File: src/rtl/latch_bank_writer_if.sv
// Request-side bus of latch_bank_writer: write/clear requests in, status out.
interface latch_bank_writer_if #(
  parameter int DW = 8,
  parameter int AW = 2
);
  logic          req_valid;
  logic          req_ready;
  logic [AW-1:0] req_addr;
  logic [DW-1:0] req_data;
  logic          clr_req;
  logic          busy;
  logic          done;
  logic          wr_err;

  modport master (
    output req_valid, req_addr, req_data, clr_req,
    input  req_ready, busy, done, wr_err
  );

  modport slave (
    input  req_valid, req_addr, req_data, clr_req,
    output req_ready, busy, done, wr_err
  );
endinterface

File: src/rtl/latch_bank_writer.sv
// Write-side sequencer for a bank of D latches: setup, one-hot enable pulse, hold; plus bulk clear.
// Optional readback check of lat_q is enabled by defining LATCH_WR_READBACK_EN.
module latch_bank_writer #(
  parameter int DW        = 8,
  parameter int AW        = 2,
  parameter int SETUP_CYC = 1,
  parameter int PULSE_CYC = 2,
  parameter int HOLD_CYC  = 1
) (
  input  logic                 clk,
  input  logic                 rst_n,
  latch_bank_writer_if.slave   bus,
  output logic [DW-1:0]        lat_d,
  output logic [(1<<AW)-1:0]   lat_en,
  output logic                 lat_rst
`ifdef LATCH_WR_READBACK_EN
  ,
  input  logic [DW-1:0]        lat_q
`endif
);
  localparam int NL   = 1 << AW;
  localparam int MAX1 = (SETUP_CYC > PULSE_CYC) ? SETUP_CYC : PULSE_CYC;
  localparam int MAXC = (MAX1 > HOLD_CYC) ? MAX1 : HOLD_CYC;
  localparam int CW   = $clog2(MAXC + 1);

  generate
    if (SETUP_CYC < 1 || PULSE_CYC < 1 || HOLD_CYC < 1) begin : g_bad_param
      $error("latch_bank_writer: SETUP_CYC, PULSE_CYC and HOLD_CYC must all be >= 1");
    end
  endgenerate

  typedef enum logic [2:0] {IDLE, SETUP, PULSE, HOLD, CLR, DONE} state_t;

  state_t        state, state_nx;
  logic [CW-1:0] cnt, cnt_nx;
  logic [AW-1:0] addr_q;
  logic          last, accept;
  logic [NL-1:0] en_nx;
  logic          rst_nx, done_nx, done_q;

  assign last   = (cnt == '0);
  assign accept = (state == IDLE) && !bus.clr_req && bus.req_valid;

  always_ff @(posedge clk or negedge rst_n) begin
    if (!rst_n) begin
      state <= IDLE;
      cnt   <= '0;
    end else begin
      state <= state_nx;
      cnt   <= cnt_nx;
    end
  end

  // Phase counter counts down to zero and is reloaded whenever a new state is entered.
  always_comb begin
    state_nx = state;
    case (state)
      IDLE:    if (bus.clr_req) state_nx = CLR;
               else if (bus.req_valid) state_nx = SETUP;
      SETUP:   if (last) state_nx = PULSE;
      PULSE:   if (last) state_nx = HOLD;
      HOLD:    if (last) state_nx = DONE;
      CLR:     if (last) state_nx = DONE;
      DONE:    state_nx = IDLE;
      default: state_nx = IDLE;
    endcase
    cnt_nx = cnt;
    if (state_nx != state) begin
      case (state_nx)
        SETUP:   cnt_nx = CW'(SETUP_CYC - 1);
        PULSE:   cnt_nx = CW'(PULSE_CYC - 1);
        HOLD:    cnt_nx = CW'(HOLD_CYC - 1);
        CLR:     cnt_nx = CW'(PULSE_CYC - 1);
        default: cnt_nx = '0;
      endcase
    end else if (!last) begin
      cnt_nx = cnt - CW'(1);
    end
  end

  // Strobes are decoded from the next state and registered so they are glitch-free.
  always_comb begin
    en_nx = '0;
    if (state_nx == PULSE) en_nx[addr_q] = 1'b1;
    rst_nx  = (state_nx == CLR);
    done_nx = (state_nx == DONE);
  end

  always_ff @(posedge clk or negedge rst_n) begin
    if (!rst_n) begin
      lat_en  <= '0;
      lat_rst <= 1'b0;
      done_q  <= 1'b0;
      lat_d   <= '0;
    end else begin
      lat_en  <= en_nx;
      lat_rst <= rst_nx;
      done_q  <= done_nx;
      if (accept) lat_d <= bus.req_data;
    end
  end

  always_ff @(posedge clk) begin
    if (accept) addr_q <= bus.req_addr;
  end

  assign bus.req_ready = (state == IDLE);
  assign bus.busy      = (state != IDLE);
  assign bus.done      = done_q;

`ifdef LATCH_WR_READBACK_EN
  logic err_nx, err_q;

  // lat_d still holds the written word on the final HOLD cycle; a clear must read back zero.
  always_comb begin
    err_nx = 1'b0;
    if (state == HOLD && last)     err_nx = (lat_q != lat_d);
    else if (state == CLR && last) err_nx = (lat_q != '0);
  end

  always_ff @(posedge clk or negedge rst_n) begin
    if (!rst_n) err_q <= 1'b0;
    else        err_q <= err_nx;
  end

  assign bus.wr_err = err_q;
`else
  assign bus.wr_err = 1'b0;
`endif
endmodule

File: src/flat_wrapper.sv
// flat-port wrapper written by rule: the top's interface ports become plain ports
module latch_bank_writer_flat 
#(
  parameter int DW        = 8,
  parameter int AW        = 2,
  parameter int SETUP_CYC = 1,
  parameter int PULSE_CYC = 2,
  parameter int HOLD_CYC  = 1
)
  (clk, rst_n, lat_d, lat_en, lat_rst, bus_req_valid, bus_req_addr, bus_req_data, bus_clr_req, bus_req_ready, bus_busy, bus_done, bus_wr_err);
  latch_bank_writer_if #(.DW(DW), .AW(AW)) bus_i ();
  input  logic clk;
  input  logic rst_n;
  output logic [DW-1:0] lat_d;
  output logic [(1<<AW)-1:0] lat_en;
  output logic lat_rst;
  input wire logic [$bits(bus_i.req_valid)-1:0] bus_req_valid;
  input wire logic [$bits(bus_i.req_addr)-1:0] bus_req_addr;
  input wire logic [$bits(bus_i.req_data)-1:0] bus_req_data;
  input wire logic [$bits(bus_i.clr_req)-1:0] bus_clr_req;
  output wire logic [$bits(bus_i.req_ready)-1:0] bus_req_ready;
  output wire logic [$bits(bus_i.busy)-1:0] bus_busy;
  output wire logic [$bits(bus_i.done)-1:0] bus_done;
  output wire logic [$bits(bus_i.wr_err)-1:0] bus_wr_err;
  assign bus_i.req_valid = bus_req_valid;
  assign bus_i.req_addr = bus_req_addr;
  assign bus_i.req_data = bus_req_data;
  assign bus_i.clr_req = bus_clr_req;
  assign bus_req_ready = bus_i.req_ready;
  assign bus_busy = bus_i.busy;
  assign bus_done = bus_i.done;
  assign bus_wr_err = bus_i.wr_err;
  latch_bank_writer #(.DW(DW), .AW(AW), .SETUP_CYC(SETUP_CYC), .PULSE_CYC(PULSE_CYC), .HOLD_CYC(HOLD_CYC)) u_core (.clk(clk), .rst_n(rst_n), .bus(bus_i), .lat_d(lat_d), .lat_en(lat_en), .lat_rst(lat_rst));
endmodule
File: config.mk
export PLATFORM = sky130hd
export DESIGN_NAME = latch_bank_writer_flat
export DESIGN_NICKNAME = d
export VERILOG_FILES = /design/src/rtl/latch_bank_writer_if.sv /design/src/rtl/latch_bank_writer.sv /design/src/flat_wrapper.sv
export SDC_FILE = /design/constraint.sdc
export NUM_CORES = 1
export LEC_CHECK = 0
export CAP_MARGIN = 20
export CORE_MARGIN = 3
export CORE_UTILIZATION = 43
export DETAILED_ROUTE_END_ITERATION = 8
export PLACE_DENSITY = 0.82
export SYNTH_ARGS = -nofsm -noshare
export SYNTH_HDL_FRONTEND = slang
export SYNTH_SLANG_ARGS = --single-unit
export TNS_END_PERCENT = 20
File: constraint.sdc
create_clock -name clk -period 1.65 [get_ports clk]
set_clock_uncertainty 0.1 [all_clocks]
set_input_delay 0.495 -clock clk [delete_from_list [all_inputs] [get_ports clk]]
set_output_delay 0.495 -clock clk [all_outputs]
set_load 0.05 [all_outputs]
# Yosys cells after proc, flatten, opt, wreduce, memory -nomap -nowiden
# Index checks and enable logic that the tools add are counted.
dict set report classes {
  add_sub_neg 1
  multipliers 0
  div_mod_pow 0
  magnitude_cmp 2
  eq_ne 9
  n_shift 0
  mux 12
  bitwise_logic 0
  n_reduce_logical 9
}
# operator count
set op_table {}
lappend op_table {{3-bit 2-to-1 mux} 5}
lappend op_table {{3-bit case mux with 4 select lines} 1}
lappend op_table {{3-bit by 2-bit == test with 1-bit output (second input constant)} 3}
lappend op_table {{3-bit == test (second input constant)} 3}
lappend op_table {{2-bit 2-to-1 mux} 2}
lappend op_table {{4-bit 2-to-1 mux} 1}
lappend op_table {{2-bit OR reduction} 2}
lappend op_table {{3-bit by 1-bit == test with 1-bit output (second input constant)} 1}
lappend op_table {{1-bit logical AND} 3}
lappend op_table {{3-bit logical NOT} 1}
lappend op_table {{2-bit by 3-bit less-than comparator with 1-bit output (second input constant)} 1}
lappend op_table {{3-bit inequality test} 1}
lappend op_table {{3-bit nonzero test} 1}
lappend op_table {{1-bit demux with 2-bit select} 1}
lappend op_table {{2-bit by 1-bit greater-or-equal comparator with 1-bit output (second input constant)} 1}
lappend op_table {{2-bit logical NOT} 1}
lappend op_table {{1-bit 2-to-1 mux} 2}
lappend op_table {{2-bit inequality test (second input constant)} 1}
lappend op_table {{2-bit by 1-bit subtractor with 2-bit output (second input constant)} 1}
lappend op_table {{1-bit logical NOT} 1}
dict set report totals {
  regBits 21
  latchBits 0
  ramBits 0
  mem_bits_ro 0
  out_inout_bits 17
  wordCells 40
  memories 0
}

# Depth between registers and ports, before layout
# Gate-level depths: netlist of run 1.
dict set report depth {
  depth_word 7
  depth_mapped 7
  ltp_nobuf 6
}

# Worst setup path after synthesis of run 1
# No wires, ideal clock.
dict set report synth_timing {
  kind {register -> output}
  startpoint {register u_core.state[1]}
  endpoint {output port bus_busy}
  t_arrival_ps 1318
  required_ps 1055
  slack_ps -263
  path_stages_with_launch 4
  path_buffers 0
  path_cell_list {dfrtp_1 > or2_4 > nor2_4 > inv_1}
}
dict set report synth_between {
  elab_chain_len 1
}
# element line
set synth_rtl {}
lappend synth_rtl {{start: declaration} latch_bank_writer.sv:34} ;# state_t state, state_nx;
lappend synth_rtl {{start signal: assignment} latch_bank_writer.sv:49} ;# state <= state_nx;
lappend synth_rtl {{3-bit nonzero test} latch_bank_writer.sv:108} ;# assign bus.busy = (state != IDLE);
lappend synth_rtl {{end: declaration} flat_wrapper.sv:22} ;# output wire logic [$bits(bus_i.busy)-1:0] bus_busy;
# Every way passes these cells.

# Worst setup path in the final report of run 1
dict set report layout_timing {
  startpoint {register u_core.state[0]}
  endpoint {output port bus_busy}
}
# The elaborated chain is that of the path after synthesis.

==> results of run 1 <==
-- per-stage QoR --
step / utilization (%) / std cells / area [µm²] / total power, mW
final: 80.3 / 138 / 1490 / 3.41
after global routing: 80.3 / 138 / 1490 / 3.59
after CTS: 78.6 / 137 / 1460 / 3.33
after detailed placement: 76.5 / 132 / 1420 / 3.04
after global placement: 76.5 / 132 / 1420 / 2.97
after floorplan: - / 72 / 902 / 2.00
-- power groups by stage --
| stage | Combinational (mW) | Sequential, mW | Clock, mW |
|---|---|---|---|
| 6_report | 2.28 | 0.899 | 0.240 |
| 5_1_grt | 2.39 | 0.921 | 0.272 |
| 4_1_cts | 2.18 | 0.897 | 0.255 |
| 3_5_place_dp | 2.13 | 0.909 | 0 |
| 3_3_place_gp | 2.07 | 0.897 | 0 |
| 2_1_floorplan | 0.728 | 1.27 | 0 |
-- cell families (layout without fill, tap and decap cells) --
| family | Yosys count | in the layout | share of synthesized area, % |
|---|---|---|---|
| flops | 21 | 21 | 59.4 |
| simple gates | 20 | 20 | 14.6 |
| mux | 10 | 10 | 12.2 |
| compound gates | 9 | 9 | 6.66 |
| buf+inv | 9 | 50 | 4.44 |
| fa+ha+maj | 1 | 1 | 1.39 |
| other cells | 1 | 1 | 0.416 |
| xor+xnor | 1 | 1 | 0.971 |
-- Yosys cell counts --
library cell	count
or2b_1	1
nor2b_1	2
nor3_1	5
o31ai_2	1
o22ai_1	4
xor2_1	1
mux2_2	8
mux2i_1	2
o21bai_1	1
nor3b_1	2
nor2_1	4
a21oi_1	2
and2_1	1
inv_1	6
ha_1	1
buf_4	1
dfrtp_1	19
edfxtp_1	2
or2_2	1
nand3b_4	1
nand2_1	1
o21ai_0	1
nor2_4	1
or2_4	1
conb_1	1
buf_2	2
-- state kept, by name (all words and copies together) (netlist names) --
signal           flops
u_core.state         3
u_core.lat_d         8
u_core.cnt           2
u_core.addr_q        2
u_core.lat_en        4
u_core.lat_rst       1
u_core.bus.done      1
-- final cells by class --
cell class | count | area, µm² | area share (%)
tap | 25 | 31.3 | 2.10
multi-input combinational | 42 | 352 | 23.6
sequential | 21 | 536 | 35.9
inverter | 6 | 22.5 | 1.51
clock buffer | 3 | 22.5 | 1.51
timing repair buffer | 40 | 524 | 35.1
clock inverter | 1 | 5.00 | 0.335
-- worst register-to-register path: stages (launching register included) --
cell      delay [ns]
dfrtp_1         0.40
or2_4           0.27
nor2_4          0.16
buf_4           0.15
nand3b_4        0.15
mux2_2          0.32
-- repair_timing --
action,in CTS,in global routing
endpoints found under the setup margin,2,19
buffers inserted,1,1
gates cloned,0,0
gates resized for setup,2,5
pin swaps,2,1
-- how the worst max path moves through the flow --
stage / start / to / slack (ns) / cells past startpoint
final: u_core.state[0] / bus_busy / -0.26 / 4
after global placement: bus_req_valid / u_core.cnt[0] / -0.17 / 5
after global routing: u_core.state[0] / bus_busy / -0.33 / 4
after detailed placement: bus_req_valid / u_core.cnt[0] / -0.25 / 5
after CTS: u_core.state[0] / bus_busy / -0.27 / 4
after floorplan: u_core.state[1] / bus_busy / -0.26 / 3
-- metal layers --
layer	part of all wire (%)	wire length [µm]	track usage (%)
met5	0	0	0
met4	0.87	17	5.24
met3	7.7	151	4.87
met2	55	1070	29.4
met1	36	710	17.1
==> impl_metrics.csv, run 1 <==
group,metric,value,unit
run_status,status,"finished, violations left",
run_status,violations,"setup timing",
cells_and_area,fill_cells,103,
timing,final.setup.tns,-0.480,ns
floorplan,io_pins,31,
global_routing,grt_max_degree,20,
timing,period_share,116,%
routing,drt-initial-drc-count,9,
pwr,p_switching,1.47,mW
worst_hold_path,hold_class,"reg -> reg",
pwr,p_comb_share,66.6,%
synthesis,synth_top_area_share,52.7,%
setup_path,worst-r2r-setup-slack,0.01,ns
setup_path,cp_top_family,"simple AND/OR/NAND/NOR gates",
placement,gp_congestion,0.883,
floorplan,core-area,1860,µm²
setup_path,worst_ep_arrival_time,1.31,ns
setup_path,critPathMaxFanout,3,
floorplan,dieArea,2680,µm²
timing,whs,0.380,ns
setup_path,required,1.05,ns
setup_path,rr_endpoint,"u_core.lat_d[3]",
synthesis,synth.avg_cell_area,12.5,µm²
setup_path,r2r_cells,5,
cells_and_area,area.growth.synth_to_final,65.5,%
cells_and_area,final_cell_mix,"dfrtp_1 (19), buf_12 (15), clkdlybuf4s50_1 (13)",
floorplan,dieHeight,51.8,µm
global_routing,grt_usage,15.9,%
synthesis,syn_nets,87,
pwr,ir_drop,0.00189,V
pwr,leakagePower,0.690,nW
placement,io_buffers,29,
synthesis,yosys-top-cells-area,"dfrtp_1 (53%), mux2_2 (10%), edfxtp_1 (6.7%), nor3_1 (2.8%), o22ai_1 (2.8%)",
timing,fmax,524,MHz
global_routing,antenna_found_initial,0,
job,maxCapViolations,0,
cells_and_area,fin_nets,129,
global_routing,grt_pass1_vias,700,
synthesis,synth_cells,72,
synthesis,syn_area,902,µm²
timing,timing.final.crit_period,1.91,ns
worst_hold_path,min_path_cells,1,
setup_path,cp_cell_sequence,"or2_4 -> nor2_4 -> inv_2 -> buf_6",
timing,hold_violations,0,
synthesis,ys_ff_latch,21,
setup_path,criticalPathCategory,"reg -> out",
placement,dpl_worst_slack,-0.249,ns
worst_hold_path,min_to,"u_core.lat_en[0]",
placement,hpwl,1510,µm
synthesis,yosysTopAreaCell,"dfrtp_1",
routing,vias_per_cell,4.88,
pwr,powerDensity,2290,nW/µm²
floorplan,rows,15,
timing,slew_violations,0,
global_routing,grt_pass1_wl,3140,µm
synthesis,yosysWarnings,0,
timing,rsz0062_at_grt,"yes",
clock_network,clkLatencyLatePin,0.30,ns
synthesis,synth_cell_type_count,26,
routing,vias,674,
synthesis,ys_seq_area_share,59.4,%
floorplan,die_w,51.8,µm
setup_path,cp_slowest_cell,"dfrtp_1",
setup_path,reg2reg_from,"u_core.state[0]",
routing,ant_nets,0,
timing,setup_violations,2,
clock_network,cts_root_buf,"clkbuf_4",
routing,drt-wirelength-per-cell,14.1,µm
setup_path,cp-end-kind,"output pin",
setup_path,critPathBufInv,2,
worst_hold_path,min_from,"u_core.addr_q[1]",
cells_and_area,drive_gt1_share,42.5,%
pwr,p_int,1.94,mW
routing,wl,1950,µm
timing,timing.final.ws_setup,-0.259,ns
cells_and_area,diodes,0,
pwr,sw_frac_of_total,43.2,%
clock_network,cts_buffer_depth,2,
global_routing,grt_overflow_total,0,
clock_network,holdBufCountCts,0,
routing,first_pass_iters,4,
clock_network,cts_tree,"built",
pwr,seqPwrFrac,26.3,%
setup_path,max_stage_delay,0.40,ns
clock_network,cts_buffers,3,
setup_path,crit_path_start_kind,"flip-flop",
floorplan,start_util,48.6,%
clock_network,cts-htree-levels,1,
pwr,pwr-share-clk,7.0,%
clock_network,clkTransAtPathRegs,0.11,ns
cells_and_area,layout_commonest_cell,"dfrtp_1",
clock_network,cts_sinks,21,
routing,drc,0,
No activity file was read; power rests on OpenSTA's default activity.
==> inputs of run 2 (changes only) <==
Settings changed: CTS_CLUSTER_DIAMETER set to 100.
==> results of run 2 <==
The final DEF is identical to that of run 1; final timing and power are the same.
